### src/rtl/frame_buffer_arbiter.sv
// frame_buffer_arbiter
// Owns the single-port frame-buffer RAM pins and shares them between the video
// read path (fixed latency, never stalled), a full-screen clear engine and the
// tracer write port. One RAM access per cycle, chosen combinationally and
// registered onto ram_*/grant for the following cycle.
`timescale 1ns/1ps
module frame_buffer_arbiter #(
   parameter int ADDR_WIDTH = 16,
   parameter int DATA_WIDTH = 3
) (
   input  logic                  clk,
   input  logic                  reset,
   input  logic                  vid_rd_en,
   input  logic [ADDR_WIDTH-1:0] vid_addr,
   output logic [DATA_WIDTH-1:0] vid_rd_data,
   output logic                  vid_rd_valid,
   input  logic                  wr_req,
   input  logic [ADDR_WIDTH-1:0] wr_addr,
   input  logic [DATA_WIDTH-1:0] wr_data,
   output logic                  wr_ack,
   input  logic                  clr_start,
   input  logic [DATA_WIDTH-1:0] clr_color,
   output logic                  clr_busy,
   output logic                  clr_done,
   output logic                  ram_we,
   output logic [ADDR_WIDTH-1:0] ram_addr,
   output logic [DATA_WIDTH-1:0] ram_din,
   input  logic [DATA_WIDTH-1:0] ram_dout,
   output logic [1:0]            grant
);

   typedef enum logic [1:0] {
      S_IDLE  = 2'd0,
      S_CLEAR = 2'd1,
      S_DONE  = 2'd2
   } clr_state_t;

   typedef enum logic [1:0] {
      GNT_IDLE = 2'd0,
      GNT_VID  = 2'd1,
      GNT_CLR  = 2'd2,
      GNT_WR   = 2'd3
   } grant_t;

   clr_state_t            state, state_nxt;
   logic [ADDR_WIDTH-1:0] cnt, cnt_nxt;
   logic [DATA_WIDTH-1:0] color, color_nxt;

   grant_t                owner;
   grant_t                grant_q;
   logic                  we_q;
   logic [ADDR_WIDTH-1:0] addr_q;
   logic [DATA_WIDTH-1:0] din_q;
   logic [1:0]            vid_pipe;

   // Busy/done decode straight from the state register so reset clears them at once.
   assign clr_busy = (state == S_CLEAR);
   assign clr_done = (state == S_DONE);

   // Fixed-priority arbitration: video > clear sweep > tracer write.
   // NOTE: every combinationally assigned signal gets a default first so no latch is inferred.
   always_comb begin
      owner  = GNT_IDLE;
      wr_ack = 1'b0;
      if (vid_rd_en) begin
         owner = GNT_VID;
      end else if (clr_busy) begin
         owner = GNT_CLR;
      end else if (wr_req && !reset) begin
         owner  = GNT_WR;
         wr_ack = 1'b1;
      end
   end

   // Clear engine next state: sweeps every address once, pausing on video cycles.
   always_comb begin
      state_nxt = state;
      cnt_nxt   = cnt;
      color_nxt = color;
      case (state)
         S_IDLE: begin
            if (clr_start) begin
               state_nxt = S_CLEAR;
               cnt_nxt   = '0;
               color_nxt = clr_color;
            end
         end
         S_CLEAR: begin
            if (!vid_rd_en) begin
               // Terminal detect on all-ones so the counter never wraps into a second write of 0.
               if (&cnt) state_nxt = S_DONE;
               else      cnt_nxt   = cnt + ADDR_WIDTH'(1);
            end
         end
         S_DONE:  state_nxt = S_IDLE;
         default: state_nxt = S_IDLE;
      endcase
   end

   // Clear engine state register.
   // NOTE: sequential state uses non-blocking assignments so all registers update from the same pre-edge values.
   always_ff @(posedge clk or posedge reset) begin
      if (reset) begin
         state <= S_IDLE;
         cnt   <= '0;
         color <= '0;
      end else begin
         state <= state_nxt;
         cnt   <= cnt_nxt;
         color <= color_nxt;
      end
   end

   // Register the winning request onto the RAM pins; no winner holds address and data.
   always_ff @(posedge clk or posedge reset) begin
      if (reset) begin
         we_q    <= 1'b0;
         addr_q  <= '0;
         din_q   <= '0;
         grant_q <= GNT_IDLE;
      end else begin
         grant_q <= owner;
         case (owner)
            GNT_VID: begin
               we_q   <= 1'b0;
               addr_q <= vid_addr;
            end
            GNT_CLR: begin
               we_q   <= 1'b1;
               addr_q <= cnt;
               din_q  <= color;
            end
            GNT_WR: begin
               we_q   <= 1'b1;
               addr_q <= wr_addr;
               din_q  <= wr_data;
            end
            default: we_q <= 1'b0;
         endcase
      end
   end

   // Read-valid pipeline: address on the pins in N+1, RAM output valid in N+2.
   always_ff @(posedge clk or posedge reset) begin
      if (reset) vid_pipe <= 2'b00;
      else       vid_pipe <= {vid_pipe[0], vid_rd_en};
   end

   assign vid_rd_valid = vid_pipe[1];
   assign vid_rd_data  = ram_dout;
   assign ram_we       = we_q;
   assign ram_addr     = addr_q;
   assign ram_din      = din_q;
   assign grant        = grant_q;

endmodule

### config.mk
export PLATFORM = sky130hd
export DESIGN_NAME = frame_buffer_arbiter
export DESIGN_NICKNAME = d
export VERILOG_FILES = /design/src/rtl/frame_buffer_arbiter.sv
export SDC_FILE = /design/constraint.sdc
export NUM_CORES = 1
export LEC_CHECK = 0
export BUFFER_PORTS_ARGS = -buffer_cell sky130_fd_sc_hd__buf_2
export CORE_AREA = 2 2 73 75
export DETAILED_ROUTE_END_ITERATION = 8
export DIE_AREA = 0 0 75 77
export PLACE_DENSITY = 0.85
export RECOVER_POWER = 50
export SLEW_MARGIN = 10
export SYNTH_ARGS = -nofsm -noshare
export SYNTH_HDL_FRONTEND = slang
export SYNTH_SLANG_ARGS = --single-unit
### constraint.sdc
create_clock -name clk -period 2.1 [get_ports clk]
set_input_delay 0.21 -clock clk [delete_from_list [all_inputs] [get_ports clk]]
set_output_delay 0.21 -clock clk [all_outputs]
set_load 0.05 [all_outputs]
-- After elaboration in Yosys (flattened, before gate mapping)
Cells that the tools add are included.
W data, S select, Z words.
- add/sub/neg operators: 1
- equality and inequality tests: 9
- muxes and demuxes: 17
- reduce and logical (&&, ||, !) cells: 11
- operators with widths (cell ; count):
    $mux W16 ; 3
    $pmux W16 S3 ; 1
    $pmux W16 S2 ; 1
    $add A16 B1 Y16 const B ; 1
    $reduce_and A16 Y1 ; 1
    $mux W2 ; 6
    $eq A2 B2 Y1 const B ; 3
    $ne A2 B2 Y1 const B ; 3
    $pmux W3 S2 ; 1
    $eq A2 B1 Y1 const B ; 2
    $mux W1 ; 4
    $pmux W2 S2 ; 1
    $reduce_and A4 Y1 ; 1
    $reduce_bool A2 Y1 ; 2
    $reduce_and A3 Y1 ; 1
    $reduce_bool A3 Y1 ; 1
    $logic_not A2 Y1 ; 1
    $ne A2 B1 Y1 const B ; 1
    $reduce_and A2 Y1 ; 1
    $reduce_or A2 Y1 ; 1
    $logic_and A1 B1 Y1 ; 1
    $logic_not A1 Y1 ; 1
- register bits: 45
- input bits: 46
- word-level logic and storage cells: 46

-- Longest topological paths before layout
- word-level depth: 8
- mapped depth: 7
- mapped depth without buffers: 5

-- Least setup slack after synthesis
No wires, ideal clock.
- path kind: register to register
- from: register state[1]
- to: register cnt[13]
- library setup time: 0.085 ns
- arrival time: 1.751 ns
- path slack: 0.264 ns
- stages on the path, launching flop included: 7
- cell sequence: dfrtp_1 nand2b_1 buf_2 inv_2 clkbuf_1 a221oi_1 o22ai_1
- cells in the longest elaborated chain, start to end: 3
- RTL lines (element ; RTL line ; RTL):
    start: declaration ; 45 ; clr_state_t state, state_nxt;
    start signal: assignment ; 108 ; state <= state_nxt;
    $eq A2 B1 Y1 * ; - ;
    via clr_busy ; 23 ; output logic clr_busy,
    $ne A2 B2 Y1 (no source line) or $reduce_bool A2 Y1 (tied branches) ; - ;
    $reduce_and A4 Y1 (no source line) ; - ;
    end signal: assignment ; 109 ; cnt <= cnt_nxt;
    end: declaration ; 46 ; logic [ADDR_WIDTH-1:0] cnt, cnt_nxt;
Mark *: on every way through the listed nets, which the timed path passes. The rest lies on a longest branch.
A chain may end at the register's enable or synchronous reset.

-- Worst setup path in the final report
- from: input reset
- to: output wr_ack
- cells in the longest elaborated chain, start to end: 5
- RTL lines (element ; RTL line ; RTL):
    start: declaration ; 12 ; input logic reset,
    $logic_not A1 Y1 (no source line) ; - ;
    $logic_and A1 B1 Y1 ; 69 ; end else if (wr_req && !reset) begin
    $mux W1 ; 69 ;
    $mux W1 ; 67 ; end else if (clr_busy) begin
    $mux W1 ; 65 ; if (vid_rd_en) begin
    end: declaration ; 20 ; output logic wr_ack,
Every way passes these cells.

==> flow_summary.json <==
{
  "worst_r2r_path_depth": 5,
  "cts_tree": "yes",
  "dr.first_iter.drc_count": 132,
  "drive_gt1_frac": 0.260,
  "critPathTopFamily": "buffers and inverters",
  "syn-num-nets": 293,
  "ir_worst_vdd_mv": 0.630,
  "slowest_stage": "dlygate4sd3_1",
  "cp-startpoint": "reset",
  "synth_area_leaders": "dfrtp_1, mux2i_1, a21o_1",
  "seq_power_share": 0.414,
  "min_to": "ram_addr[14]",
  "overflow": 0,
  "fill_cells": 442,
  "finalSetupViolCount": 0,
  "firstDrtPassIters": 6,
  "yosysSeqAreaShare": 0.463,
  "finalHoldViolations": 0,
  "crit_arrival_ps": 1810,
  "yosys.area.top_type": "dfrtp_1",
  "critical_path.cell_chain": "dlygate4sd3_1 > clkbuf_1 > nand2b_1 > nor3_4 > clkbuf_4",
  "r2r_setup_slack_ps": 250,
  "drc": 0,
  "die_y_um": 77,
  "ys_warn_count": 0,
  "slew_viol_final": 0,
  "track_usage": 0.224,
  "synth_ff_type": "dfrtp_1",
  "path_depth": 5,
  "port_buffers": 68,
  "relSlewSlack": 0.275,
  "ant_nets": 0,
  "place.gp.congestion": 0.860,
  "routed_wl_um": 5980,
  "max_cap_violations": 0,
  "cts_max_level": 2,
  "p_clk_frac": 0.218,
  "final_cell_mix": "buf_2, dfrtp_1, mux2i_1",
  "p_int_mw": 1.72,
  "fin_crit_ps": 2020,
  "clk-insertion-delay-late_ps": 310,
  "leakage_nw": 1.46,
  "synth.distinct_cells": 41,
  "start_kind": "input pin",
  "cts.sinks": 45,
  "num-nets-final": 359,
  "antenna_found_initial": 0,
  "critical_path_required_ps": 1890,
  "core-area_sq_um": 4980,
  "syn_area_per_cell_sq_um": 9.88,
  "placed_cell_area_sq_um": 2840,
  "grt_pass1_vias": 2163,
  "vias": 2197,
  "combinationalPowerShare": 0.367,
  "design_area_sq_um": 2930,
  "p_per_area_nw_per_um2": 983,
  "root_buffer": "clkbuf_8",
  "synth_edf_count": 0,
  "placedCellCount": 373,
  "post_drt_wl_per_cell_um": 15.7,
  "row_count": 26,
  "async_flop_share": 1.00,
  "fp.dieW_um": 75,
  "finalSetupTns_ps": 0,
  "io_pins": 75,
  "hold_path.class": "input pin to flip-flop",
  "synth_seq_cells": 45,
  "min_path_cells": 2,
  "fmax_ghz": 0.494,
  "stdcell_count": 382,
  "crit_type": "input pin to output port",
  "numCtsBuffers": 5,
  "final_common_cell": "buf_2",
  "grt_max_degree": 46,
  "rsz0062_at_grt": "false",
  "reg2reg_to": "cnt[4]",
  "area_growth_pct": 20.7,
  "hold_slack_ps": 100,
  "preCtsSetupSlack_ps": 288,
  "cp_num_buf_inv": 3,
  "vias_per_cell": 5.75,
  "reg2reg_from": "cnt[0]",
  "max_stage_delay_ps": 560,
  "p_switching_mw": 1.16,
  "finClkSkew_ps": 12.9,
  "synth_area_sq_um": 2430,
  "grt_pass1_wl_um": 9980,
  "finalPower_mw": 2.88,
  "worst_pin_slew_ps": 1090,
  "start_util": 0.488,
  "hp-start": "vid_addr[14]",
  "critPathMaxFanout": 6,
  "antenna_cells": 0,
  "final_util": 0.589,
  "hpwl_um": 4280,
  "syn_inst": 246,
  "fp.dieArea_sq_um": 5780,
  "clockBufferDepth": 2,
  "clk_pin_slew_ps": 90,
  "sw_frac_of_total": 0.402,
  "final.period_utilization": 0.963,
  "status": "finished clean",
  "fin_ws_ps": 76.9,
  "synthDominantCellAreaShare": 0.463,
  "end_kind": "output port"
}
[worst max path at each step]
stage / end / slack (ps)
2_1_floorplan: cnt[13] / 260
3_3_place_gp: cnt[4] / 370
3_5_place_dp: cnt[0] / 290
4_1_cts: wr_ack / 80
5_1_grt: wr_ack / 40
6_report: wr_ack / 80
[cells by family after synthesis]
kind of cell	share of synthesized area
AO/OA/AOI/OAI	0.217
AND/OR/NAND/NOR	0.153
flip-flops	0.463
buffers and inverters	0.0571
multiplexers	0.104
adder cells (fa/ha/maj)	0.00515
[power groups by stage]
stage | Clock, mW | Combinational, mW | Sequential [mW]
floorplan | 0 | 0.520 | 1.48
global placement | 0 | 1.06 | 1.19
detailed placement | 0 | 1.07 | 1.21
CTS | 0.643 | 1.08 | 1.19
global route | 0.671 | 1.15 | 1.22
finish | 0.630 | 1.06 | 1.19
[routing by layer]
metal,GRT usage,vias up,share of wire
met1,0.285,1043,0.41
met2,0.361,89,0.51
met3,0.0539,17,0.059
met4,0.0857,0,0.022
li1,-,1048,-
met5,0,-,0
[layout make-up]
| class | instances | area (sq um) | share of cell area |
|---|---|---|---|
| well taps | 70 | 87.6 | 0.0299 |
| inverters | 12 | 45.0 | 0.0154 |
| clock inverters | 2 | 35.0 | 0.0119 |
| flip-flops and latches | 45 | 1130 | 0.384 |
| clock buffers | 5 | 68.8 | 0.0235 |
| multi-input cells | 170 | 1170 | 0.397 |
| repair buffers | 78 | 405 | 0.138 |
[cells in the mapped netlist, types with 4 or more instances]
master and instances:
nand3_1 4, o21ai_1 4, nand4_1 8, o21ai_0 4
buf_2 9, nand2b_1 7, clkbuf_1 7, nor3_1 7
mux2i_1 22, nor2_1 21, a31oi_1 6, dfrtp_1 45
a211oi_1 16, a21o_1 18, inv_1 11, a21oi_1 8
nand2_1 10
[timing repair]
action / CTS / global route
hold endpoints to repair: 45 / 0
setup buffers: 0 / 1
hold buffers: 1 / 0
gates resized for setup: 0 / 1
setup endpoints to repair: 0 / 1
[flip-flops by register name, indices dropped and copies added (netlist names)]
| register | cells |
|---|---|
| state | 2 |
| cnt | 16 |
| ram_din | 3 |
| grant | 2 |
| ram_we | 1 |
| vid_pipe | 2 |
| ram_addr | 16 |
| color | 3 |
Power figures use the tool's default switching activity.
